[src/rtl/spi_ram_ctrl.sv]
// Command-decoding single-port RAM behind an SPI slave: 10-bit frames in, read bytes out.
// Optional `ADDR_AUTO_INC_EN enables post-increment of both address registers for burst access.
module spi_ram_ctrl #(
  parameter int MEM_DEPTH = 256,
  parameter int ADDR_SIZE = 8,
  parameter int TX_HOLD   = 10
) (
  input  logic       clk,
  input  logic       rst_n,
  input  logic [9:0] rx_data,
  input  logic       rx_valid,
  output logic [7:0] tx_data,
  output logic       tx_valid
);

  localparam int MEM_AW = (MEM_DEPTH > 1) ? $clog2(MEM_DEPTH) : 1;
  localparam int CNT_W  = (TX_HOLD > 1) ? $clog2(TX_HOLD) : 1;
  localparam logic [ADDR_SIZE:0] DEPTH_W  = (ADDR_SIZE+1)'(MEM_DEPTH);
  localparam logic [CNT_W-1:0]   CNT_LOAD = CNT_W'(TX_HOLD - 1);

  localparam logic [1:0] CMD_WR_ADDR = 2'b00;
  localparam logic [1:0] CMD_WR_DATA = 2'b01;
  localparam logic [1:0] CMD_RD_ADDR = 2'b10;
  localparam logic [1:0] CMD_RD_DATA = 2'b11;

  typedef enum logic {
    TX_IDLE = 1'b0,
    TX_BUSY = 1'b1
  } tx_state_e;

  tx_state_e              state_q, state_d;
  logic [CNT_W-1:0]       cnt_q, cnt_d;
  logic                   rx_valid_q;
  logic [ADDR_SIZE-1:0]   wr_addr_q, wr_addr_d;
  logic [ADDR_SIZE-1:0]   rd_addr_q, rd_addr_d;
  logic [7:0]             tx_data_q, tx_data_d;
  logic [7:0]             mem_q [MEM_DEPTH];

  logic                   accept_s;
  logic [1:0]             cmd_s;
  logic [ADDR_SIZE-1:0]   payload_addr_s;
  logic                   mem_we_s;
  logic [7:0]             rd_word_s;

  function automatic logic addr_in_range(input logic [ADDR_SIZE-1:0] addr);
    return ({1'b0, addr} < DEPTH_W);
  endfunction

`ifdef ADDR_AUTO_INC_EN
  localparam logic [ADDR_SIZE:0] LAST_W = (ADDR_SIZE+1)'(MEM_DEPTH - 1);

  function automatic logic [ADDR_SIZE-1:0] addr_inc(input logic [ADDR_SIZE-1:0] addr);
    if ({1'b0, addr} == LAST_W) begin
      return '0;
    end else begin
      return addr + ADDR_SIZE'(1);
    end
  endfunction
`endif

  // Only the rising edge of rx_valid accepts a frame; a held level is ignored.
  assign accept_s       = rx_valid & ~rx_valid_q;
  assign cmd_s          = rx_data[9:8];
  assign payload_addr_s = ADDR_SIZE'(rx_data[7:0]);
  assign rd_word_s      = addr_in_range(rd_addr_q) ? mem_q[MEM_AW'(rd_addr_q)] : 8'h00;
  assign tx_data        = tx_data_q;

  always_ff @(posedge clk or negedge rst_n) begin
    if (!rst_n) begin
      state_q    <= TX_IDLE;
      cnt_q      <= '0;
      rx_valid_q <= 1'b0;
      wr_addr_q  <= '0;
      rd_addr_q  <= '0;
      tx_data_q  <= 8'h00;
    end else begin
      state_q    <= state_d;
      cnt_q      <= cnt_d;
      rx_valid_q <= rx_valid;
      wr_addr_q  <= wr_addr_d;
      rd_addr_q  <= rd_addr_d;
      tx_data_q  <= tx_data_d;
    end
  end

  always_comb begin
    state_d = state_q;
    cnt_d   = cnt_q;
    if (accept_s) begin
      if (cmd_s == CMD_RD_DATA) begin
        state_d = TX_BUSY;
        cnt_d   = CNT_LOAD;
      end else begin
        state_d = TX_IDLE;
        cnt_d   = '0;
      end
    end else begin
      case (state_q)
        TX_BUSY: begin
          if (cnt_q == '0) begin
            state_d = TX_IDLE;
          end else begin
            cnt_d = cnt_q - CNT_W'(1);
          end
        end
        TX_IDLE: state_d = TX_IDLE;
        default: begin
          state_d = TX_IDLE;
          cnt_d   = '0;
        end
      endcase
    end
  end

  always_comb begin
    tx_valid = (state_q == TX_BUSY);
  end

  always_comb begin
    wr_addr_d = wr_addr_q;
    rd_addr_d = rd_addr_q;
    tx_data_d = tx_data_q;
    mem_we_s  = 1'b0;
    if (accept_s) begin
      case (cmd_s)
        CMD_WR_ADDR: wr_addr_d = payload_addr_s;
        CMD_WR_DATA: begin
          mem_we_s = addr_in_range(wr_addr_q);
`ifdef ADDR_AUTO_INC_EN
          wr_addr_d = addr_inc(wr_addr_q);
`endif
        end
        CMD_RD_ADDR: rd_addr_d = payload_addr_s;
        CMD_RD_DATA: begin
          tx_data_d = rd_word_s;
`ifdef ADDR_AUTO_INC_EN
          rd_addr_d = addr_inc(rd_addr_q);
`endif
        end
        default: mem_we_s = 1'b0;
      endcase
    end else begin
      mem_we_s = 1'b0;
    end
  end

  // Array storage is intentionally unreset; out-of-range writes never assert mem_we_s.
  always_ff @(posedge clk) begin
    if (mem_we_s) begin
      mem_q[MEM_AW'(wr_addr_q)] <= rx_data[7:0];
    end
  end

endmodule

[config.mk]
export PLATFORM = sky130hd
export DESIGN_NAME = spi_ram_ctrl
export DESIGN_NICKNAME = d
export VERILOG_FILES = /design/src/rtl/spi_ram_ctrl.sv
export SDC_FILE = /design/constraint.sdc
export NUM_CORES = 2
export LEC_CHECK = 0
export BUFFER_PORTS_ARGS = -buffer_cell sky130_fd_sc_hd__buf_4
export CAP_MARGIN = 20
export CELL_PAD_IN_SITES_DETAIL_PLACEMENT = 1
export CELL_PAD_IN_SITES_GLOBAL_PLACEMENT = 2
export CORE_MARGIN = 10
export CORE_UTILIZATION = 50
export CTS_CLUSTER_DIAMETER = 150
export DETAILED_ROUTE_END_ITERATION = 6
export PLACE_DENSITY_LB_ADDON = 0.1
export SLEW_MARGIN = 20
export SYNTH_ARGS = -nofsm -noshare
export SYNTH_HDL_FRONTEND = slang
export SYNTH_SLANG_ARGS = --single-unit
[constraint.sdc]
create_clock -name clk -period 2.9 [get_ports clk]
set_clock_uncertainty 0.15 [all_clocks]
set_input_delay 0.29 -clock clk [delete_from_list [all_inputs] [get_ports clk]]
set_output_delay 0.29 -clock clk [all_outputs]
set_load 0.01 [all_outputs]
# After elaboration in Yosys (flattened, before gate mapping)
# Memory sizes are Yosys's and may differ from the RTL's. A register that Yosys moved wholly into a read port is not among the register bits.
# Cells that the tools add are included.
[word_totals]
inputBits = 13
output_inout_bits = 9
ram_bits = 2048
word_cells = 34
rom_bits = 0
latchBits = 0
n_memories = 1
regBits = 22
[mem_list]
columns = ["memory", "depth", "word_bits", "read_ports", "rd_ports_with_merged_regs", "write_ports", "line", "source"]
rows = [
  ["mem_q", 256, 8, 1, 1, 1, "37", "logic [7:0] mem_q [MEM_DEPTH];"],
]
[op_classes]
n_addsub = 1
bitwise_logic = 3
div_mod_pow = 0
shift = 0
mul = 0
eq_ne = 4
muxes = 12
n_reduce_logical = 8
n_lt_le_gt_ge = 0
[ops]
columns = ["op", "n"]
rows = [
  ["$mux W4", 4],
  ["$reduce_and A2 Y1", 4],
  ["$mux W1", 7],
  ["$eq A2 B2 Y1 const B", 2],
  ["$logic_not A4 Y1", 1],
  ["$sub A4 B1 Y4 const B", 1],
  ["$eq A2 B1 Y1 const B", 1],
  ["$logic_not A2 Y1", 1],
  ["$ne A2 B2 Y1 const B", 1],
  ["$not A1 Y1", 2],
  ["$pmux W1 S2", 1],
  ["$reduce_bool A2 Y1", 1],
  ["$and A1 B1 Y1", 1],
  ["$logic_not A1 Y1", 1],
]

# Logic depth before layout (Yosys ltp)
[logic_depth]
ltp_word = 5
ltp_mapped = 12
ltp_nobuf = 7

# Least setup slack after synthesis
# No wires, ideal clock.
[synth_path]
path_type = "register to register"
from = "register rx_valid_q"
to = "memory mem_q[160][0] (enable)"
t_arrival_ps = 1930
period_less_slack_ps = 2450
required_time_ps = 2380
slack_ps = 450
n_path_buf = 1
setup_time_ps = 370
path_stages_with_launch = 8
path_cell_list = "dfrtp_1 nor2b_1 nand2_1 nor2_1 and2_1 nand2_1 clkbuf_1 nor2_1"
[synth_via]
elab_chain_len = 5
[synth_lines]
columns = ["item", "line", "source"]
rows = [
  ["from (decl)", "33", "logic rx_valid_q;"],
  ["from (signal assigned)", "79", "rx_valid_q <= rx_valid;"],
  ["$not A1 Y1", "62", "assign accept_s = rx_valid & ~rx_valid_q;"],
  ["$and A1 B1 Y1", "62", ""],
  ["$mux W1", "124", "if (accept_s) begin"],
  ["$mux W1", "149", "if (mem_we_s) begin"],
  ["$mux W1 (implied by the code)", "150", "mem_q[MEM_AW'(wr_addr_q)] <= rx_data[7:0];"],
  ["to (decl)", "37", ""],
]
# Every way passes these cells.

==> impl_metrics.csv <==
group,metric,value,unit
timing,finalSetupTns,-1.02,ns
drt,finalWirelength,235,mm
synthesis,yosysWarnings,0,
synthesis,synth_cell_types,71,
power_and_ir_drop,p_per_area,745,nW/um^2
floorplan,rows,147,
timing,fin_crit,3.15,ns
finish,drive_above_1_share,34.1,%
global_routing,antenna_found_initial,7,
synthesis,synth.ff_latch_count,2078,
floorplan,dieArea,179000,um^2
drt,via_count,44200,
floorplan,start_util,50.5,%
worst_setup_path,path_class,"register to register",
timing,timing.final.crit_share,109,%
synthesis,syn_nets,4050,
drt,final_antenna_net_count,0,
worst_setup_path,cp.arrival,3.76,ns
synthesis,ys.flop_type,"edfxtp_1",
placed_design,gp_congestion,0.838,
synthesis,avgSynthCellArea,20.2,um^2
run_status,violations,"negative setup slack",
placed_design,hpwl,152,mm
clocking,clockRootBuffer,"clkbuf_16",
synthesis,synth_top_area_share,75.6,%
floorplan,dieWidth,423,um
finish,nets,4902,
synthesis,synth.area.top_cells,"edfxtp_1 76%, mux4_2 10%, mux2i_1 3.5%",
global_routing,grt_pass1_wl,339,mm
global_routing,grt_pass1_vias,46200,
floorplan,die_h,423,um
worst_setup_path,end_kind,"register",
drt,wl_per_cell,32.6,um
timing,finalHoldViolCount,0,
clocking,cts_sinks,2078,
synthesis,yosysSeqAreaShare,76.5,%
timing,worstMarginPinSlew,0.805,ns
finish,final_area,98500,um^2
placed_design,placed_area,89100,um^2
finish,antenna_cells,0,
timing,rsz0062_at_grt,"true",
clocking,clk_latency,0.84,ns
worst_setup_path,timing.rr.start,"rd_addr_q[0]",
power_and_ir_drop,leakage,32.7,nW
clocking,cts.htree.levels,4,
synthesis,synthCells,4036,
timing,worst_slack,-0.251,ns
clocking,clock_path_buffers,3,
floorplan,core,161000,um^2
clocking,clk_pin_slew_worst_paths,0.06,ns
timing,slew_viol_final,0,
global_routing,grt_use_total,26.1,%
synthesis,yosys.area.top_type,"edfxtp_1",
synthesis,synth_edf_count,2048,
worst_setup_path,crit_required,3.51,ns
worst_hold_path,hp-start,"rx_data[6]",
placed_design,port_buffers,21,
finish,area_growth,21.1,%
worst_setup_path,startpoint_type,"register",
worst_setup_path,startpoint,"rd_addr_q[0]",
drt,drt-vias-per-instance,6.12,
worst_setup_path,path_max_fanout,6,
clocking,cts_tree,"yes",
synthesis,syn-cell-area,81300,um^2
timing,setup_viol,8,
power_and_ir_drop,vdd_drop_max,0.000652,V
drt,first_pass_iters,5,
timing,fmax,317,MHz
drt,drc_errors,0,
worst_hold_path,holdCritPathClass,"primary input to register",
job,max_cap_viol_count,0,
floorplan,top_level_ports,22,
drt,drt_iter0_markers,4904,
synthesis,synthArstFlopShare,1.44,%
global_routing,grt_overflow_total,0,
clocking,numCtsBuffers,210,
run_status,status,"finished, violations left",
timing,relSlewSlack,46.4,%
global_routing,grt_max_degree,97,
[per-layer routing]
metal / up-vias / track usage (%) / routed length, um
met5: - / 0 / 13
met2: 1494 / 42.3 / 114000
met4: 2 / 8.11 / 7800
met1: 23900 / 36.5 / 98500
li1: 18400 / - / -
met3: 379 / 4.18 / 14800
[state kept, by name, summed over array words and instances (netlist names)]
name	flops
mem_q	2048
rd_addr_q	8
tx_data	8
wr_addr_q	8
cnt_q	4
rx_valid_q	1
tx_valid	1
[layout by cell type (no fill, tap or decap), drive strengths merged, types with 16 or more instances in the layout]
cell	count
mux2i	288
nor2b	30
a22oi	45
o22ai	108
a211oi	37
nand3	32
clkinv	102
o21ai	43
nor3	21
a21oi	51
mux4	372
dfrtp	30
a2111oi	44
nor2	308
nor4	23
mux2	22
buf	866
clkbuf	270
a31oi	17
edfxtp	2048
o221ai	40
a22o	16
nand2	105
[worst max-delay path: stages (launching register included)]
cell and delay, ns:
dfrtp_4 0.54, buf_6 0.15, buf_12 0.14, buf_8 0.14, or3b_4 0.39, buf_6 0.15
buf_4 0.15, o22ai_2 0.12, nor3_2 0.08, buf_4 0.16, a31oi_1 0.21, nand4_1 0.43
o211ai_1 0.25
[cells by family (layout without fill, tap and decap cells)]
family / count (synthesis) / in the layout / synth area share (%)
AND/OR/NAND/NOR: 572 / 572 / 3.12
buffers and inverters: 264 / 1290 / 2.32
AO/OA/AOI/OAI: 438 / 438 / 3.80
flip-flops: 2078 / 2078 / 76.5
XOR/XNOR: 1 / 1 / 0.0108
adder cells (fa/ha/maj): 1 / 1 / 0.0154
multiplexers: 682 / 682 / 14.2
[per-stage QoR]
step | total power [W] | util, % | setup slack [ns] | hold slack [ns] | instances
after floorplan | 0.0407 | - | 0.450 | -0.156 | 4036
after global placement | 0.0460 | 55.3 | -0.833 | 0.191 | 6732
after detailed placement | 0.0462 | 55.3 | -0.851 | 0.190 | 6732
after CTS | 0.0733 | 60.7 | -0.148 | 0.258 | 7195
after global routing | 0.0757 | 61.1 | -0.242 | 0.297 | 7222
final | 0.0734 | 61.1 | -0.251 | 0.299 | 7222
[synthesized netlist by cell type, types with 5 or more instances]
library cell and n:
a21oi_1 51, a2111oi_0 42, buf_12 16, o22ai_1 108
a211oi_1 37, buf_4 36, buf_2 46, dfrtp_1 30
a31oi_1 17, or3_1 9, a22oi_1 45, inv_1 9
edfxtp_1 2048, nor4_1 23, mux2_2 22, o221ai_1 39
nor3_1 21, mux4_2 360, mux4_1 12, a22o_1 16
nand3_1 31, mux2i_1 288, clkbuf_1 93, nand4_1 10
o21ai_1 10, nand2_1 104, buf_6 39, a221oi_1 8
and2_1 7, buf_8 13, a221o_1 5, nor2b_1 30
o21ai_0 33, nor2_1 308, buf_1 9
[timing repair]
item / 4_1_cts / 5_1_grt
endpoints found under the setup margin: 8 / 8
setup buffers: 54 / 29
hold buffers: 16 / 0
pin swaps: 59 / 31
endpoints found under the hold margin: 978 / 0
gates resized for setup: 259 / 102
cloned: 13 / 1
[where the power goes]
group	switching [W]	internal, W
Combinational	0.00769	0.00641
Clock	0.0113	0.0146
Sequential	0.000286	0.0331
[area by class of cell]
class,count,area (um^2)
fillers,13600,62600
flip-flops and latches,2078,62300
multi-input cells,1694,18500
repair buffers,893,8480
clock buffers,268,5630
well taps,2160,2700
clock inverters,118,877
inverters,11,43.8
[worst paths after layout]
path | to | slack, ns | cells past startpoint
max | tx_data[5] | -0.25 | 12
min | mem_q[80][6] | 0.30 | 2
max reg2reg | tx_data[5] | -0.25 | 12
min reg2reg | rd_addr_q[7] | 0.38 | 1
max in group asynchronous | rd_addr_q[4] | 1.85 | 4
min in group asynchronous | tx_data[3] | 0.49 | 4
(Power assumes the default switching activity.)
